==> src/rtl/fft_frame_gen_if.sv <==
// Frame generator control/stream bundle. master = generator, slave = controller/FFT side.
interface fft_frame_gen_if #(
    parameter int unsigned CNT_W  = 16,
    parameter int unsigned FCNT_W = 16
);
    logic              start;
    logic              stop;
    logic              mode;
    logic [CNT_W-1:0]  frame_len;
    logic [CNT_W-1:0]  gap_len;
    logic              sink_ready;
    logic              sink_valid;
    logic              sink_sop;
    logic              sink_eop;
    logic [CNT_W-1:0]  sample_idx;
    logic              busy;
    logic              frame_done;
    logic [FCNT_W-1:0] frame_cnt;

    modport master (
        input  start, stop, mode, frame_len, gap_len, sink_ready,
        output sink_valid, sink_sop, sink_eop, sample_idx, busy, frame_done, frame_cnt
    );

    modport slave (
        output start, stop, mode, frame_len, gap_len, sink_ready,
        input  sink_valid, sink_sop, sink_eop, sample_idx, busy, frame_done, frame_cnt
    );
endinterface

==> src/rtl/fft_frame_gen.sv <==
// FFT input frame generator: emits sop/eop-framed sample beats with optional
// inter-frame gaps, single or continuous mode, stop honoured at frame end.
// Optional feature: define FFT_FRAME_GEN_FCNT_EN to build the completed-frame counter.
module fft_frame_gen #(
    parameter int unsigned CNT_W  = 16,
    parameter int unsigned FCNT_W = 16
) (
    input  logic           clk,
    input  logic           rst_n,
    fft_frame_gen_if.master bus
);
    typedef enum logic [1:0] {S_IDLE, S_RUN, S_GAP} state_t;

    state_t           state_q, state_d;
    logic [CNT_W-1:0] idx_q, idx_d;
    logic [CNT_W-1:0] len_q, len_d;
    logic [CNT_W-1:0] gap_q, gap_d;
    logic [CNT_W-1:0] gcnt_q, gcnt_d;
    logic             mode_q, mode_d;
    logic             stop_q, stop_d;
    logic             valid_q, valid_d;
    logic             sop_q, sop_d;
    logic             eop_q, eop_d;
    logic             done_q, done_d;
    logic             busy_q, busy_d;
    logic             fire;
    logic             stop_any;
    logic [CNT_W-1:0] len_new;

    // State and datapath registers
    always_ff @(posedge clk or negedge rst_n) begin
        if (!rst_n) begin
            state_q <= S_IDLE;
            idx_q   <= '0;
            len_q   <= '0;
            gap_q   <= '0;
            gcnt_q  <= '0;
            mode_q  <= 1'b0;
            stop_q  <= 1'b0;
            valid_q <= 1'b0;
            sop_q   <= 1'b0;
            eop_q   <= 1'b0;
            done_q  <= 1'b0;
            busy_q  <= 1'b0;
        end else begin
            state_q <= state_d;
            idx_q   <= idx_d;
            len_q   <= len_d;
            gap_q   <= gap_d;
            gcnt_q  <= gcnt_d;
            mode_q  <= mode_d;
            stop_q  <= stop_d;
            valid_q <= valid_d;
            sop_q   <= sop_d;
            eop_q   <= eop_d;
            done_q  <= done_d;
            busy_q  <= busy_d;
        end
    end

    // Next-state and next-output logic; flags are precomputed so outputs stay registered
    always_comb begin
        state_d  = state_q;
        idx_d    = idx_q;
        len_d    = len_q;
        gap_d    = gap_q;
        gcnt_d   = gcnt_q;
        mode_d   = mode_q;
        stop_d   = stop_q;
        valid_d  = valid_q;
        sop_d    = sop_q;
        eop_d    = eop_q;
        done_d   = 1'b0;
        fire     = valid_q & bus.sink_ready;
        stop_any = stop_q | bus.stop;
        len_new  = (bus.frame_len == '0) ? CNT_W'(1) : bus.frame_len;

        unique case (state_q)
            S_IDLE: begin
                if (bus.start) begin
                    len_d   = len_new;
                    gap_d   = bus.gap_len;
                    mode_d  = bus.mode;
                    // A simultaneous stop is kept so the frame ends in IDLE
                    stop_d  = bus.stop;
                    state_d = S_RUN;
                    idx_d   = '0;
                    valid_d = 1'b1;
                    sop_d   = 1'b1;
                    eop_d   = (len_new == CNT_W'(1));
                end
            end
            S_RUN: begin
                if (bus.stop) begin
                    stop_d = 1'b1;
                end
                if (fire) begin
                    if (eop_q) begin
                        done_d = 1'b1;
                        idx_d  = '0;
                        if (!mode_q || stop_any) begin
                            state_d = S_IDLE;
                            valid_d = 1'b0;
                            sop_d   = 1'b0;
                            eop_d   = 1'b0;
                            stop_d  = 1'b0;
                        end else if (gap_q != '0) begin
                            state_d = S_GAP;
                            gcnt_d  = gap_q;
                            valid_d = 1'b0;
                            sop_d   = 1'b0;
                            eop_d   = 1'b0;
                        end else begin
                            sop_d = 1'b1;
                            eop_d = (len_q == CNT_W'(1));
                        end
                    end else begin
                        idx_d = idx_q + CNT_W'(1);
                        sop_d = 1'b0;
                        // next index equals len-1
                        eop_d = ((idx_q + CNT_W'(2)) == len_q);
                    end
                end
            end
            S_GAP: begin
                if (stop_any) begin
                    state_d = S_IDLE;
                    stop_d  = 1'b0;
                end else if (gcnt_q == CNT_W'(1)) begin
                    state_d = S_RUN;
                    idx_d   = '0;
                    valid_d = 1'b1;
                    sop_d   = 1'b1;
                    eop_d   = (len_q == CNT_W'(1));
                end else begin
                    gcnt_d = gcnt_q - CNT_W'(1);
                end
            end
            default: begin
                state_d = S_IDLE;
            end
        endcase

        busy_d = (state_d != S_IDLE);
    end

    assign bus.sink_valid = valid_q;
    assign bus.sink_sop   = sop_q;
    assign bus.sink_eop   = eop_q;
    assign bus.sample_idx = idx_q;
    assign bus.busy       = busy_q;
    assign bus.frame_done = done_q;

`ifdef FFT_FRAME_GEN_FCNT_EN
    logic [FCNT_W-1:0] fcnt_q;

    // Completed-frame counter, wraps naturally
    always_ff @(posedge clk or negedge rst_n) begin
        if (!rst_n) begin
            fcnt_q <= '0;
        end else if (done_q) begin
            fcnt_q <= fcnt_q + FCNT_W'(1);
        end
    end

    assign bus.frame_cnt = fcnt_q;
`else
    assign bus.frame_cnt = FCNT_W'(0);
`endif
endmodule
==> src/flat_wrapper.sv <==
// flat-port wrapper written by rule: the top's interface ports become plain ports
module fft_frame_gen_flat 
#(
    parameter int unsigned CNT_W  = 16,
    parameter int unsigned FCNT_W = 16
)
  (clk, rst_n, bus_start, bus_stop, bus_mode, bus_frame_len, bus_gap_len, bus_sink_ready, bus_sink_valid, bus_sink_sop, bus_sink_eop, bus_sample_idx, bus_busy, bus_frame_done, bus_frame_cnt);
  fft_frame_gen_if #(.CNT_W(CNT_W), .FCNT_W(FCNT_W)) bus_i ();
  input  logic clk;
  input  logic rst_n;
  input wire logic [$bits(bus_i.start)-1:0] bus_start;
  input wire logic [$bits(bus_i.stop)-1:0] bus_stop;
  input wire logic [$bits(bus_i.mode)-1:0] bus_mode;
  input wire logic [$bits(bus_i.frame_len)-1:0] bus_frame_len;
  input wire logic [$bits(bus_i.gap_len)-1:0] bus_gap_len;
  input wire logic [$bits(bus_i.sink_ready)-1:0] bus_sink_ready;
  output wire logic [$bits(bus_i.sink_valid)-1:0] bus_sink_valid;
  output wire logic [$bits(bus_i.sink_sop)-1:0] bus_sink_sop;
  output wire logic [$bits(bus_i.sink_eop)-1:0] bus_sink_eop;
  output wire logic [$bits(bus_i.sample_idx)-1:0] bus_sample_idx;
  output wire logic [$bits(bus_i.busy)-1:0] bus_busy;
  output wire logic [$bits(bus_i.frame_done)-1:0] bus_frame_done;
  output wire logic [$bits(bus_i.frame_cnt)-1:0] bus_frame_cnt;
  assign bus_i.start = bus_start;
  assign bus_i.stop = bus_stop;
  assign bus_i.mode = bus_mode;
  assign bus_i.frame_len = bus_frame_len;
  assign bus_i.gap_len = bus_gap_len;
  assign bus_i.sink_ready = bus_sink_ready;
  assign bus_sink_valid = bus_i.sink_valid;
  assign bus_sink_sop = bus_i.sink_sop;
  assign bus_sink_eop = bus_i.sink_eop;
  assign bus_sample_idx = bus_i.sample_idx;
  assign bus_busy = bus_i.busy;
  assign bus_frame_done = bus_i.frame_done;
  assign bus_frame_cnt = bus_i.frame_cnt;
  fft_frame_gen #(.CNT_W(CNT_W), .FCNT_W(FCNT_W)) u_core (.clk(clk), .rst_n(rst_n), .bus(bus_i));
endmodule
==> config.mk <==
export PLATFORM = sky130hd
export DESIGN_NAME = fft_frame_gen_flat
export DESIGN_NICKNAME = d
export VERILOG_FILES = /design/src/rtl/fft_frame_gen_if.sv /design/src/rtl/fft_frame_gen.sv /design/src/flat_wrapper.sv
export SDC_FILE = /design/constraint.sdc
export NUM_CORES = 1
export LEC_CHECK = 0
export CAP_MARGIN = 10
export CELL_PAD_IN_SITES_DETAIL_PLACEMENT = 0
export CELL_PAD_IN_SITES_GLOBAL_PLACEMENT = 2
export CORE_MARGIN = 8
export CORE_UTILIZATION = 31
export CTS_BUF_LIST = sky130_fd_sc_hd__clkbuf_8
export DETAILED_ROUTE_END_ITERATION = 8
export MAX_ROUTING_LAYER = met4
export PLACE_DENSITY = 0.79
export SLEW_MARGIN = 15
export SYNTH_ARGS = -nofsm -noshare
export SYNTH_HDL_FRONTEND = slang
export SYNTH_SLANG_ARGS = --single-unit
==> constraint.sdc <==
create_clock -name clk -period 1.93 [get_ports clk]
set_input_delay 0.193 -clock clk [delete_from_list [all_inputs] [get_ports clk]]
set_output_delay 0.193 -clock clk [all_outputs]
set_load 0.05 [all_outputs]
-- Word-level counts from Yosys, hierarchy flattened
Index checks and enable logic that the tools add are counted.
- register bits after elaboration: 73
- bits in latches: 0
- bits in writable memories: 0
- ROM bits: 0
- output and inout port bits: 37
- memories kept: 0
- add/sub/neg operators: 3
- $mul: 0
- div/mod/pow operators: 0
- order comparisons: 0
- equality and inequality tests: 16
- shift operators: 0
- mux-type cells: 53
- bitwise logic cells: 2
- reduce and logical (&&, ||, !) cells: 13
- operators by type and width (cell ; count):
    two-way mux 16 bit ; 12
    equality test 16 x 1 -> 1 bit (second input constant) ; 3
    case mux 16 bit (3 select lines) ; 1
    case mux 16 bit (2 select lines) ; 1
    two-way mux 1 bit ; 27
    adder 16 x 1 -> 16 bit (second input constant) ; 1
    adder 16 x 2 -> 16 bit (second input constant) ; 1
    equality test 16 bit ; 1
    logical NOT 16 bit ; 1
    nonzero test 16 bit ; 1
    subtractor 16 x 1 -> 16 bit (second input constant) ; 1
    two-way mux 2 bit ; 7
    AND reduction 7 bit ; 2
    case mux 1 bit (3 select lines) ; 4
    inequality test 2 x 1 -> 1 bit (second input constant) ; 5
    inequality test 2 bit (second input constant) ; 4
    case mux 2 bit (3 select lines) ; 1
    AND reduction 5 bit ; 1
    nonzero test 2 bit ; 2
    inequality test 3 x 1 -> 1 bit (second input constant) ; 1
    AND reduction 3 bit ; 1
    nonzero test 3 bit ; 1
    equality test 2 x 1 -> 1 bit (second input constant) ; 1
    equality test 2 bit (second input constant) ; 1
    other kinds (6) ; 6

-- Longest topological paths before layout
- depth after elaboration: 7
- depth in mapped cells: 11
- gate-level depth less buffers: 8

-- Worst setup path after synthesis
No wires, ideal clock.
- path type: reg2reg
- start point: register u_core.idx_q[7] (netlist: u_core.bus.sample_idx[7])
- end point: register u_core.eop_q (netlist: u_core.bus.sink_eop)
- setup time: 0.077 ns
- data arrival time: 2.084 ns
- setup slack: -0.231 ns
- stages on the path, launching flop included: 8
- path buffers: 1
- path through: dfrtp_1 buf_2 nand4_1 or4_1 a21o_1 a22oi_1 nand4_1 a21oi_1
- word-level cells in the longest chain between the ends: 5
- ends and longest elaborated chain (element ; RTL line ; source):
    start, declared ; fft_frame_gen.sv:15 ; logic [CNT_W-1:0] idx_q, idx_d;
    start signal, assigned ; fft_frame_gen.sv:47 ; idx_q <= idx_d;
    adder 16 x 2 -> 16 bit ; fft_frame_gen.sv:121 ; eop_d = ((idx_q + CNT_W'(2)) == len_q);
    equality test 16 bit ; fft_frame_gen.sv:121 ;
    two-way mux 1 bit ; fft_frame_gen.sv:98 ; if (eop_q) begin
    two-way mux 1 bit ; fft_frame_gen.sv:97 ; if (fire) begin
    case mux 1 bit (3 select lines) ; fft_frame_gen.sv:78 ; unique case (state_q)
    end signal, assigned ; fft_frame_gen.sv:55 ; eop_q <= eop_d;
    end, declared ; fft_frame_gen.sv:23 ; logic eop_q, eop_d;
No other way between the ends. The select of a mux whose other input is x is not followed.
A chain may end at the register's enable or synchronous reset.

-- Final worst setup path
- start point: register u_core.gcnt_q[1]
- end point: register u_core.idx_q[14] (netlist: u_core.bus.sample_idx[14])
- word-level cells in the longest chain between the ends: 3
- ends and longest elaborated chain (element ; RTL line ; source):
    start, declared ; fft_frame_gen.sv:18 ; logic [CNT_W-1:0] gcnt_q, gcnt_d;
    start signal, assigned ; fft_frame_gen.sv:50 ; gcnt_q <= gcnt_d;
    equality test 16 x 1 -> 1 bit ; fft_frame_gen.sv:129 ; end else if (gcnt_q == CNT_W'(1)) begin
    inequality test 2 x 1 -> 1 bit (no source line) ; -- ;
    AND reduction 5 bit (no source line) ; -- ;
No other way between the ends.

==> results.ini <==
[run_status]
run_status=finished, final reports clean

[synthesis]
number_of_flip_flops_and_latches_in_the_synthesized_netlist=73
synth_flop_cell=dfrtp_1
yosys_warnings=0
edff_count_synth=0
netlist_area_sq_mm=0.00441
seq_area_frac_synth_pct=41.4
syn-instance-count=460
netlist-cell-type-count=66
syn_area_per_cell_sq_um=9.59
ys_async_sr_fraction_pct=100

[critical_path]
cp_cell_sequence=inv_2 -> ha_2 -> nor3b_2 -> and4b_2 -> a21o_4 -> nand4_4 -> or3_4 -> a21oi_2
crit_buf_inv=1
startpoint_type=register
cp_data_required_time_ns=2.23
crit_family=simple AND/OR/NAND/NOR gates
critical_path_arrival_ns=2.19
rrSetupSlack_ns=0.04
worst-path-max-fanout=6
critPathSlowestCell=dfrtp_1
crit_path_max_incr_delay_ns=0.39
crit_path_end_kind=register
critical_path_class=reg -> reg

[grt]
groute.usage.overall_pct=15.1
vias_in_the_first_global_route=4006
grt_antenna_before_repair=0
globalRouteOverflowTotal=0
grt_pass1_wl_mm=21.1
largest_net_degree_at_the_start_of_global_routing=55

[timing]
timing_worst_slew_pin_value_ns=0.517
fmax_ghz=0.528
max_slew_margin_pct=65.6
post-route-period-util_pct=98.1
final_hold_viol_count=0
postLayoutSetupSlackWorst_ns=0.0373
maxSlewViolCount=0
finalWorstPathRequiredPeriod_ns=1.89
rsz_0062_raised_after_global_routing=true
final-setup-viol-count=0
final.setup.tns_ns=0
fin_skew_ns=0.00659

[power_and_ir_drop]
cellLeakagePower_nw=2.58
ir_drop_mv=0.587
total_power_mw=8.59
power.density_cell_area_mw_per_mm2=1360

[placed_design]
total_cell_area_at_the_placement_stage_sq_mm=0.00573
hpwl_mm=10.2
place.detailed.instances=761
gp_congestion=0.837
placement.io_buffers=58
pre_cts_ws_ns=-0.151

[layout]
fraction_of_final_layout_cells_with_drive_strength_greater_than_1_pct=37.2
multi_input_area_sq_mm=0.00266
instances_no_fill=785
antenna_cells=0
area.sequential_sq_mm=0.00184
area.growth.synth_to_final_pct=43.4
finalInstanceArea_sq_mm=0.00632
count_of_fill_cells_added_during_filler_insertion=1370
finalNetCount=646

[detailed_routing]
drc_errors=0
postRouteWirelength_mm=13.5
drt-wirelength-per-cell_um=17.2
drt_iter0_markers=292
via_per_inst=5.12
vias=4023
ant_nets=0
dr.pass1.iters=5

[die]
floorplan.die.height_um=135
horizontal_extent_of_the_die_um=135
coreArea_sq_mm=0.0139
floorplan.io_pins=75
initial_core_util_pct=31.8
full_die_area_sq_mm=0.0183
core.rowCount=43

[clocking]
numCtsBuffers=9
cts_htree_levels=3
clk_root_buffer_cell=clkbuf_8
cts_tree=built
clock_latency_ns=0.37
clkTransAtPathRegs_ns=0.08
max-clock-path-buffers=2
num_clock_sinks=73

[min_path]
hold_path.class=in -> async

[flow_run]
max_cap_viol_count=0

[routing by layer]
layer  GRT usage [%]  up-vias  wire length, um
met4            5.61        0              208
met2            22.2      118             6140
li1                -     1956                -
met5               -        -                0
met1            20.4     1933             6490
met3            2.49       16              652
[through the flow]
stage,utilization [%],hold WS [ns]
after global placement,41.3,0.185
final,45.6,0.322
after global routing,45.6,0.354
after detailed placement,41.3,0.199
after floorplan,-,-0.103
after CTS,43.3,0.324
[synthesized netlist by cell type (3+ instances only)]
cell type,number,area (sq um)
a31oi_1,3,18.8
o22ai_1,10,62.6
mux2_2,29,327
ha_1,8,100
o21ai_0,32,160
a21oi_1,27,135
xor2_1,14,123
buf_1,3,11.3
inv_1,14,52.6
nor3b_1,6,45.0
or3_1,8,50.1
nand4_1,20,125
a221oi_1,3,26.3
nand2_1,28,105
clkbuf_1,8,30.0
nand3_1,14,70.1
and4_1,5,43.8
nor4_1,14,87.6
nor3_1,13,65.1
dfrtp_1,73,1830
xnor2_1,10,87.6
and2_1,8,50.1
o211ai_1,3,22.5
nor2_1,23,86.3
buf_2,7,35.0
nand2b_1,5,31.3
buf_4,19,143
[what timing repair did]
item,4_1_cts,5_1_grt
gates cloned,0,1
setup endpoints to repair,31,39
hold buffers,1,0
pin swaps,7,28
resized for setup,16,73
buffers inserted,1,5
hold endpoints to repair,19,0
[registers in the layout (all words and copies together), names as in the netlist]
| signal | flops |
|---|---|
| u_core.bus.busy | 1 |
| u_core.bus.frame_done | 1 |
| u_core.bus.sample_idx | 16 |
| u_core.bus.sink_eop | 1 |
| u_core.bus.sink_sop | 1 |
| u_core.bus.sink_valid | 1 |
| u_core.gap_q | 16 |
| u_core.gcnt_q | 16 |
| u_core.len_q | 16 |
| u_core.mode_q | 1 |
| u_core.state_q | 2 |
| u_core.stop_q | 1 |
[area by class of cell]
type,count,share of cell area [%]
Clock buffer,10,2.18
Clock inverter,6,0.910
Inverter,14,0.831
Sequential cell,73,29.1
Timing Repair Buffer,152,21.3
Tap cell,180,3.56
Multi-Input combinational cell,350,42.1
[cells in the final DEF (no fill, tap or decap), drive strengths merged, types with 22 or more instances in the layout]
cell	count
a21oi	28
buf	99
clkdlybuf4s50	46
dfrtp	73
mux2	29
nand2	29
nand4	22
nor2	24
o21ai	34
[report_power, final]
part           internal, mW  switching, mW  leakage, nW
combinational          2.32           2.21         1.61
sequential             2.14          0.673        0.873
clock                 0.623          0.620        0.102
[cell families (layout without fill, tap and decap cells)]
logic type,after synthesis,in the layout,synth area share [%]
AND/OR/NAND/NOR,167,168,22.4
AO/OA/AOI/OAI,103,103,14.6
XOR/XNOR,24,24,4.76
other,1,16,0.0850
flip-flops,73,73,41.4
buffers and inverters,53,182,6.61
adder cells (fa/ha/maj),8,8,2.27
multiplexers,31,31,7.86
[final timing paths]
kind                                              to  cells after the start        startpoint
setup / recovery           u_core.bus.sample_idx[14]                      8  u_core.gcnt_q[1]
hold / removal                      u_core.len_q[10]                      2             rst_n
setup reg to reg           u_core.bus.sample_idx[14]                      8  u_core.gcnt_q[1]
hold reg to reg                      u_core.len_q[0]                      2   u_core.len_q[0]
max in group asynchronous           u_core.gcnt_q[2]                      3             rst_n
min in group clk                     u_core.gap_q[2]                      3    bus_gap_len[2]
No activity file was read; power rests on OpenSTA's default activity.
